## config.mk

```make
export PLATFORM = sky130hd
export DESIGN_NAME = store_buffer
export DESIGN_NICKNAME = d
export VERILOG_FILES = /design/src/rtl/mips_pkg.sv /design/src/rtl/sb_match.sv /design/src/rtl/store_buffer.sv
export SDC_FILE = /design/constraint.sdc
export NUM_CORES = 1
export LEC_CHECK = 0
export BUFFER_PORTS_ARGS = -buffer_cell sky130_fd_sc_hd__buf_2
export CAP_MARGIN = 5
export CORE_MARGIN = 2
export CORE_UTILIZATION = 45
export DETAILED_ROUTE_END_ITERATION = 10
export PLACE_DENSITY = 0.68
export SETUP_SLACK_MARGIN = 0.1
export SLEW_MARGIN = 20
export SYNTH_ARGS = -nofsm -noshare
export SYNTH_HDL_FRONTEND = slang
export SYNTH_HIERARCHICAL = 1
export SYNTH_SLANG_ARGS = --single-unit
```

## constraint.sdc

```tcl
create_clock -name clk -period 5.1 [get_ports clk]
set_input_delay 0.255 -clock clk [delete_from_list [all_inputs] [get_ports clk]]
set_output_delay 0.255 -clock clk [all_outputs]
set_load 0.1 [all_outputs]
```

## src/rtl/mips_pkg.sv

```systemverilog
// Shared word/address widths and the pending-store entry layout used by store_buffer.
package mips_pkg;

    localparam int unsigned WORD_W = 32;
    localparam int unsigned ADDR_W = 32;

    typedef struct packed {
        logic [ADDR_W-1:2] addr;
        logic [WORD_W-1:0] data;
    } sb_entry_t;

endpackage

```

## src/rtl/sb_match.sv

```systemverilog
// Associative lookup over the pending-store ring: per-entry hit vector restricted to
// live entries, and the index of the youngest hit found by walking back from tail.
module sb_match
    import mips_pkg::*;
#(
    parameter int unsigned DEPTH = 4,
    localparam int unsigned PTR_W = $clog2(DEPTH),
    localparam int unsigned CNT_W = $clog2(DEPTH + 1)
) (
    input  logic [DEPTH-1:0][ADDR_W-3:0] entry_addr,
    input  logic [PTR_W-1:0]             head,
    input  logic [PTR_W-1:0]             tail,
    input  logic [CNT_W-1:0]             count,
    input  logic [ADDR_W-3:0]            lookup_addr,
    output logic [DEPTH-1:0]             hit_vec,
    output logic [PTR_W-1:0]             youngest_idx
);

    always_comb begin
        logic [PTR_W-1:0] offset;
        offset  = '0;
        hit_vec = '0;
        for (int unsigned j = 0; j < DEPTH; j++) begin
            offset     = PTR_W'(j) - head;
            hit_vec[j] = (CNT_W'(offset) < count) && (entry_addr[j] == lookup_addr);
        end
    end

    // Live entries occupy tail-1 down to tail-count, so the first hit walking back is youngest.
    always_comb begin
        logic             found;
        logic [PTR_W-1:0] idx;
        found        = 1'b0;
        idx          = '0;
        youngest_idx = '0;
        for (int unsigned i = 1; i <= DEPTH; i++) begin
            idx = tail - PTR_W'(i);
            if (!found && hit_vec[idx]) begin
                found        = 1'b1;
                youngest_idx = idx;
            end
        end
    end

endmodule

```

## src/rtl/store_buffer.sv

```systemverilog
// Write-back store buffer between the MEM stage and a single-port data memory.
// Define STORE_BUFFER_FWD_EN to forward pending store data to matching loads instead of stalling.
module store_buffer
    import mips_pkg::*;
#(
    parameter int unsigned DEPTH = 4,
    parameter int unsigned AW    = ADDR_W
) (
    input  logic          clk,
    input  logic          rst,
    input  logic [AW-1:0] cpu_addr,
    input  logic [31:0]   cpu_wdata,
    input  logic          cpu_we,
    input  logic          cpu_re,
    output logic [31:0]   cpu_rdata,
    output logic          cpu_stall,
    output logic [AW-1:0] dm_addr,
    output logic [31:0]   dm_wdata,
    output logic          dm_we,
    output logic          dm_re,
    input  logic [31:0]   dm_rdata,
    output logic          buf_empty
);

    localparam int unsigned PTR_W = $clog2(DEPTH);
    localparam int unsigned CNT_W = $clog2(DEPTH + 1);
    localparam logic [CNT_W-1:0] FULL_CNT = CNT_W'(DEPTH);

`ifdef STORE_BUFFER_FWD_EN
    localparam bit FWD_EN = 1'b1;
`else
    localparam bit FWD_EN = 1'b0;
`endif

    sb_entry_t [DEPTH-1:0]         buf_q, buf_d;
    logic [PTR_W-1:0]              head_q, head_d;
    logic [PTR_W-1:0]              tail_q, tail_d;
    logic [CNT_W-1:0]              count_q, count_d;

    logic [DEPTH-1:0][ADDR_W-3:0]  entry_addr;
    logic [ADDR_W-3:0]             req_word;
    logic [DEPTH-1:0]              hit_vec;
    logic [PTR_W-1:0]              youngest_idx;
    logic                          any_hit;
    logic                          full;
    logic                          load_blocked;
    logic                          load_owns;
    logic                          drain;
    logic                          enq;
    logic                          unused_addr_bits;

    assign unused_addr_bits = ^cpu_addr[1:0];
    assign req_word         = cpu_addr[AW-1:2];

    always_comb begin
        for (int unsigned j = 0; j < DEPTH; j++) begin
            entry_addr[j] = buf_q[j].addr;
        end
    end

    sb_match #(
        .DEPTH (DEPTH)
    ) u_match (
        .entry_addr   (entry_addr),
        .head         (head_q),
        .tail         (tail_q),
        .count        (count_q),
        .lookup_addr  (req_word),
        .hit_vec      (hit_vec),
        .youngest_idx (youngest_idx)
    );

    // A load to a pending word either forwards or yields the port to the drain.
    always_comb begin
        any_hit      = |hit_vec;
        full         = (count_q == FULL_CNT);
        load_blocked = cpu_re && any_hit && !FWD_EN;
        load_owns    = cpu_re && !load_blocked;
        drain        = !rst && !load_owns && (count_q != '0);
        enq          = !rst && cpu_we && !cpu_re && !full;
    end

    always_comb begin
        buf_d   = buf_q;
        head_d  = head_q;
        tail_d  = tail_q;
        count_d = count_q;
        if (enq) begin
            buf_d[tail_q].addr = req_word;
            buf_d[tail_q].data = cpu_wdata;
            tail_d             = tail_q + PTR_W'(1);
        end
        if (drain) begin
            head_d = head_q + PTR_W'(1);
        end
        case ({enq, drain})
            2'b10:   count_d = count_q + CNT_W'(1);
            2'b01:   count_d = count_q - CNT_W'(1);
            default: count_d = count_q;
        endcase
    end

    always_ff @(posedge clk) begin
        if (rst) begin
            head_q  <= '0;
            tail_q  <= '0;
            count_q <= '0;
        end else begin
            head_q  <= head_d;
            tail_q  <= tail_d;
            count_q <= count_d;
        end
    end

    always_ff @(posedge clk) begin
        buf_q <= buf_d;
    end

    always_comb begin
        cpu_stall = 1'b0;
        cpu_rdata = '0;
        dm_addr   = '0;
        dm_wdata  = '0;
        dm_we     = 1'b0;
        dm_re     = 1'b0;
        if (!rst) begin
            cpu_stall = (cpu_re && cpu_we) || load_blocked || (cpu_we && !cpu_re && full);
            if (load_owns) begin
                dm_re     = 1'b1;
                dm_addr   = {cpu_addr[AW-1:2], 2'b00};
                cpu_rdata = (FWD_EN && any_hit) ? buf_q[youngest_idx].data : dm_rdata;
            end else if (drain) begin
                dm_we    = 1'b1;
                dm_addr  = {buf_q[head_q].addr, 2'b00};
                dm_wdata = buf_q[head_q].data;
            end
        end
        buf_empty = rst || (count_q == '0);
    end

endmodule

```

# Yosys cells after proc, flatten, opt, wreduce, memory -nomap -nowiden
# Cells that the tools add are included.
dict set report word_totals {
  reg_bits 255
  latch_bits 0
  mem_bits_rw 0
  rom_bits 0
  in_bits 100
  out_inout_bits 100
  word_cells 83
  n_memories 0
}
dict set report classes {
  addsub 8
  n_mul 0
  n_div 0
  order_cmp 7
  eq_ne 7
  shift 0
  n_mux 23
  n_bitwise 0
  reduce_logical 27
}
# operator count
set op_table {}
lappend op_table {{248-bit bitwise mux} 2}
lappend op_table {{32-bit 2-to-1 mux} 9}
lappend op_table {{62-bit demux with 2-bit select} 2}
lappend op_table {{62-bit binary-select mux with 2-bit select} 1}
lappend op_table {{62-bit 2-to-1 mux} 2}
lappend op_table {{30-bit equality test} 4}
lappend op_table {{1-bit logical AND} 15}
lappend op_table {{2-bit by 3-bit less-than comparator with 1-bit output} 4}
lappend op_table {{2-bit by 3-bit less-than comparator with 1-bit output (second input constant)} 2}
lappend op_table {{1-bit 2-to-1 mux} 6}
lappend op_table {{3-bit one-hot mux with 2 select lines} 1}
lappend op_table {{1-bit logical NOT} 5}
lappend op_table {{2-bit by 1-bit adder with 2-bit output (second input constant)} 2}
lappend op_table {{4-bit OR reduction} 1}
lappend op_table {{1-bit by 2-bit subtractor with 2-bit output (first input constant)} 2}
lappend op_table {{2-bit subtractor (first input constant)} 2}
lappend op_table {{3-bit by 1-bit adder with 3-bit output (second input constant)} 1}
lappend op_table {{3-bit equality test (second input constant)} 1}
lappend op_table {{3-bit logical NOT} 1}
lappend op_table {{1-bit logical OR} 3}
lappend op_table {{3-bit nonzero test} 1}
lappend op_table {{3-bit by 1-bit subtractor with 3-bit output (second input constant)} 1}
lappend op_table {{2-bit by 1-bit equality test with 1-bit output (second input constant)} 1}
lappend op_table {{2-bit equality test (second input constant)} 1}
lappend op_table {{other kinds (2)} 2}

# Logic depth before layout (Yosys ltp)
dict set report depth {
  ltp_word 13
  mapped_depth 16
  mapped_depth_nobuf 15
}

# By module
# Netlist, hierarchy kept.
# mod n_inst cells_each area_per_inst_um2 seq_area_each_um2
set by_module_without_submodules {}
lappend by_module_without_submodules {store_buffer 1 640 11193.2 7587.3}
lappend by_module_without_submodules {sb_match 1 193 1536.5 0.0}

# Worst setup path before layout
# No wires, ideal clock.
dict set report synth_timing {
  kind {reg2out}
  from {register head_q[0]}
  to {output port dm_we}
  arrival_time_ns 4.148
  required_ns 4.845
  slack_ns 0.697
  path_stages_with_launch 10
  path_buffers 0
  cell_sequence {dfxtp_1 > xor2_1 > inv_1 > ha_1 > nor2b_1 > a2111oi_0 > nand4_1 > nor2_1 > nor4_4 > a211oi_1}
}
dict set report synth_via {
  elab_chain_cells 13
  elab_cells_between_ends 22
  classes_between {add/sub (4); order compare (4); mux (3); reduce/logical (11)}
}
# item line_no
set synth_lines {}
lappend synth_lines {{from (decl)} store_buffer.sv:36} ;# logic [PTR_W-1:0] head_q, head_d;
lappend synth_lines {{from (signal assigned)} store_buffer.sv:105} ;# head_q <= '0;
lappend synth_lines {{from (signal assigned)} store_buffer.sv:109} ;# head_q <= head_d;
lappend synth_lines {{2-bit subtractor (*)} sb_match.sv:24} ;# offset = PTR_W'(j) - head;
lappend synth_lines {{2-bit by 3-bit less-than comparator with 1-bit output (*)} sb_match.sv:25} ;# hit_vec[j] = (CNT_W'(offset) < count) && (entry_addr[j] == lookup_addr);
lappend synth_lines {{1-bit logical AND (*)} sb_match.sv:25}
lappend synth_lines {{net hit_vec[2]} store_buffer.sv:42} ;# logic [DEPTH-1:0] hit_vec;
lappend synth_lines {{4-bit OR reduction (*)} store_buffer.sv:75} ;# any_hit = |hit_vec;
lappend synth_lines {{1-bit logical AND (*)} store_buffer.sv:77} ;# load_blocked = cpu_re && any_hit && !FWD_EN;
lappend synth_lines {{1-bit logical NOT (*)} store_buffer.sv:78} ;# load_owns = cpu_re && !load_blocked;
lappend synth_lines {{1-bit logical AND (*)} store_buffer.sv:78}
lappend synth_lines {{1-bit logical NOT} store_buffer.sv:79} ;# drain = !rst && !load_owns && (count_q != '0);
lappend synth_lines {{1-bit logical AND (2 in a row)} store_buffer.sv:79}
lappend synth_lines {{1-bit 2-to-1 mux} store_buffer.sv:132} ;# end else if (drain) begin
lappend synth_lines {{1-bit 2-to-1 mux (*)} store_buffer.sv:128} ;# if (load_owns) begin
lappend synth_lines {{1-bit 2-to-1 mux (*)} store_buffer.sv:126} ;# if (!rst) begin
lappend synth_lines {{to (decl)} store_buffer.sv:19} ;# output logic dm_we,
# The timed path passes the listed nets; every way through them passes the cells marked *.

# Worst setup path in the final report
dict set report layout_timing {
  from {register head_q[1]}
  to {output port dm_wdata[17]}
}
dict set report layout_via {
  elab_chain_cells 13
  elab_cells_between_ends 24
  classes_between {add/sub (4); order compare (4); mux (5); reduce/logical (11)}
}
# item line_no
set layout_lines {}
lappend layout_lines {{2-bit subtractor (*)} sb_match.sv:24}
lappend layout_lines {{2-bit by 3-bit less-than comparator with 1-bit output (*)} sb_match.sv:25}
lappend layout_lines {{1-bit logical AND (*)} sb_match.sv:25}
lappend layout_lines {{net hit_vec[2]} store_buffer.sv:42}
lappend layout_lines {{4-bit OR reduction (*)} store_buffer.sv:75}
lappend layout_lines {{1-bit logical AND (*)} store_buffer.sv:77}
lappend layout_lines {{1-bit logical NOT (*)} store_buffer.sv:78}
lappend layout_lines {{1-bit logical AND (*)} store_buffer.sv:78}
lappend layout_lines {{1-bit logical NOT} store_buffer.sv:79}
lappend layout_lines {{1-bit logical AND (2 in a row)} store_buffer.sv:79}
lappend layout_lines {{32-bit 2-to-1 mux} store_buffer.sv:132}
lappend layout_lines {{32-bit 2-to-1 mux (*)} store_buffer.sv:128}
lappend layout_lines {{32-bit 2-to-1 mux (*)} store_buffer.sv:126}
lappend layout_lines {{to (decl)} store_buffer.sv:18} ;# output logic [31:0] dm_wdata,
# The timed path passes the listed nets; every way through them passes the cells marked *. The select of a mux whose other input is x is not followed.

==> flow_metrics.py <==
metrics = {
    "route": {
        "route.vias.total": 7591,
        "drt_wl_total_mm": 29.96,
        "drc": 0,
        "drt_first_pass_iters": 5,
        "ant_nets": 0,
        "viasPerCell": 5.376,
        "drt-initial-drc-count": 593,
        "routedWlPerCell_um": 21.22,
    },
    "critical_path": {
        "path_class": "reg -> out",
        "rrSetupSlack_ps": 1050,
        "critPathBufInv": 3,
        "critPathSlowestCell": "dfxtp_2",
        "worstPathArrival_ps": 4400,
        "r2r_cells": 15,
        "rr_startpoint": "head_q[1]$_SDFFE_PP0P_",
        "r2r-end": "count_q[2]$_SDFFE_PP0P_",
        "cp_top_family": "buffers and inverters",
        "startpoint_type": "register",
        "required_ps": 4850,
        "crit_path_cell_trace": "xor2_1, inv_1, ha_1, nor2b_1, a2111oi_0, nand4_1, nor2_1, nor4_4, a211oi_4, buf_6, and2_1, buf_2",
        "crit_fanout": 50,
        "cp_slowest_stage_delay_ps": 760,
        "endpoint_kind": "output pin",
    },
    "hold_path": {
        "hp-class": "in -> reg",
        "hold_end": "buf_q[192]$_DFFE_PP_",
        "worstHoldStart": "cpu_wdata[6]",
        "hold_depth": 2,
    },
    "clocking": {
        "clk_latency_ps": 530,
        "post_cts_buffers": 0,
        "cts.sinks": 255,
        "h-tree-depth": 1,
        "cts_resized": 0,
        "numCtsBuffers": 28,
        "root_buffer": "clkbuf_16",
        "clk_pin_slew_worst_paths_ps": 60,
        "postCtsHoldBufs": 0,
        "cts_tree": "yes",
        "cts.path.max_buffers": 3,
    },
    "yosys": {
        "syn_avg_cell_area_sq_um": 15.41,
        "syn_inst": 822,
        "yosys_warnings": 6,
        "syn-cell-area_sq_mm": 0.01267,
    },
    "timing": {
        "fin_crit_ps": 4658,
        "rsz0062_at_grt": "false",
        "worst_slew_pin_slew_ps": 871.2,
        "setup_viol": 0,
        "skew_ps": 17.33,
        "fin_crit_sh_pct": 91.33,
        "fmax_mhz": 214.7,
        "final.setup.tns_ps": 0,
        "finalMaxSlewViolations": 0,
        "slew_headroom_pct": 41.92,
        "worst_slack_ps": 442.1,
        "finalHoldViolations": 0,
    },
    "floorplanning": {
        "core.rowCount": 61,
        "fp.dieArea_sq_mm": 0.02950,
        "initial_core_util_pct": 45.59,
        "dieWidth_um": 171.8,
        "core-area_sq_mm": 0.02778,
        "io_pins": 200,
        "die_y_um": 171.8,
    },
    "placed_design": {
        "portBuffers": 195,
        "place_ws_ps": 820.6,
        "post-dp-hpwl_mm": 19.10,
        "place_congestion": 0.8139,
        "dp.cells": 1365,
    },
    "global_route": {
        "grt_pass1_vias": 7418,
        "grt_pass1_wl_mm": 44.48,
        "grt_antenna_before_repair": 4,
        "grt_overflow": 0,
        "grt_usage_pct": 20.28,
        "grt_max_degree": 51,
    },
    "finish": {
        "area_growth_pct": 16.65,
        "drive_gt1_share_pct": 30.98,
        "nets": 1127,
        "instances_no_fill": 1412,
    },
    "pwr": {
        "power_leakage_nw": 5.405,
        "ir_drop_uv": 266.7,
        "p_per_area_mw_per_mm2": 326.4,
    },
    "job": {
        "cap_violations": 0,
    },
    "outcome": {
        "status": "finished clean",
    },
}
-- final cells by class --
cell class | count | area [sq um]
clock buffer | 38 | 759.5
inverter | 14 | 52.55
sequential | 255 | 7592
clock inverter | 8 | 38.79
multi-input combinational | 509 | 4735
timing repair buffer | 209 | 1122
tap | 378 | 473.0
fill | 2368 | 13010
antenna | 1 | 2.502
-- per-layer routing --
layer / routed length (um) / GRT usage [%] / vias to the layer above / share of wire, %
li1: - / - / 3473 / -
met3: 2199 / 4.947 / 51 / 7.3
met1: 12410 / 26.96 / 3826 / 41
met2: 14650 / 33.68 / 235 / 49
met5: 44 / 0 / - / 0.15
met4: 652 / 5.042 / 6 / 2.2
-- cell usage in the layout (no fill, tap or decap), types with 3 or more instances in the layout --
master and count:
nand3_1 3, buf_2 195, and2_2 4, inv_1 13, nor4_1 20, xor2_1 97, a2111oi_0 4, clkinv_1 5
a21oi_1 7, nand4_1 10, a32o_1 30, clkbuf_1 9, nor2_1 8, or3_1 3, and2_1 193, o21ai_0 3
buf_4 10, dfxtp_1 5, buf_12 3, xnor2_1 26, clkbuf_16 29, mux4_2 62, edfxtp_1 248, nand2_1 3
ha_1 9
-- through the flow --
stage	hold WS (ps)	power (W)	utilization, %	cell area (sq um)
6_report	35.26	0.004822	53.18	14780
2_1_floorplan	353.9	0.002906	-	12670
3_5_place_dp	539.8	0.003080	50.29	13970
4_1_cts	16.25	0.004856	53.16	14770
3_3_place_gp	521.1	0.003074	50.29	13970
5_1_grt	36.47	0.004967	53.18	14780
-- registers in the layout, indices dropped and copies added (netlist names) --
| signal | cells |
|---|---|
| buf_q | 248 |
| count_q | 3 |
| head_q | 2 |
| tail_q | 2 |
-- worst max-delay path by stage --
stage,startpoint,endpoint,slack [ps],cells past startpoint
global placement,head_q[1]$_SDFFE_PP0P_,dm_addr[2],930,12
finish,head_q[1]$_SDFFE_PP0P_,dm_wdata[17],440,12
global route,head_q[1]$_SDFFE_PP0P_,dm_addr[2],220,12
floorplan,head_q[0]$_SDFFE_PP0P_,dm_we,800,9
detailed placement,head_q[1]$_SDFFE_PP0P_,dm_addr[2],820,12
CTS,head_q[1]$_SDFFE_PP0P_,dm_addr[2],250,12
-- worst reg2reg max path, stage by stage, from the launching register on --
cell	delay, ps
dfxtp_2	760
xor2_1	280
inv_1	70
ha_1	270
nor2b_1	130
a2111oi_0	400
nand4_1	150
nor2_1	240
nor4_4	100
a211oi_4	330
ha_1	230
inv_1	60
fa_1	370
xor2_1	160
or3_1	300
a21oi_1	140
-- report_power, final --
group | internal [W] | total, W | switching [W]
Combinational | 0.000203 | 0.000689 | 0.000486
Clock | 0.00103 | 0.00179 | 0.000762
Sequential | 0.00232 | 0.00235 | 0.0000208
Total | 0.00355 | 0.00482 | 0.00127
(Power assumes the default switching activity.)
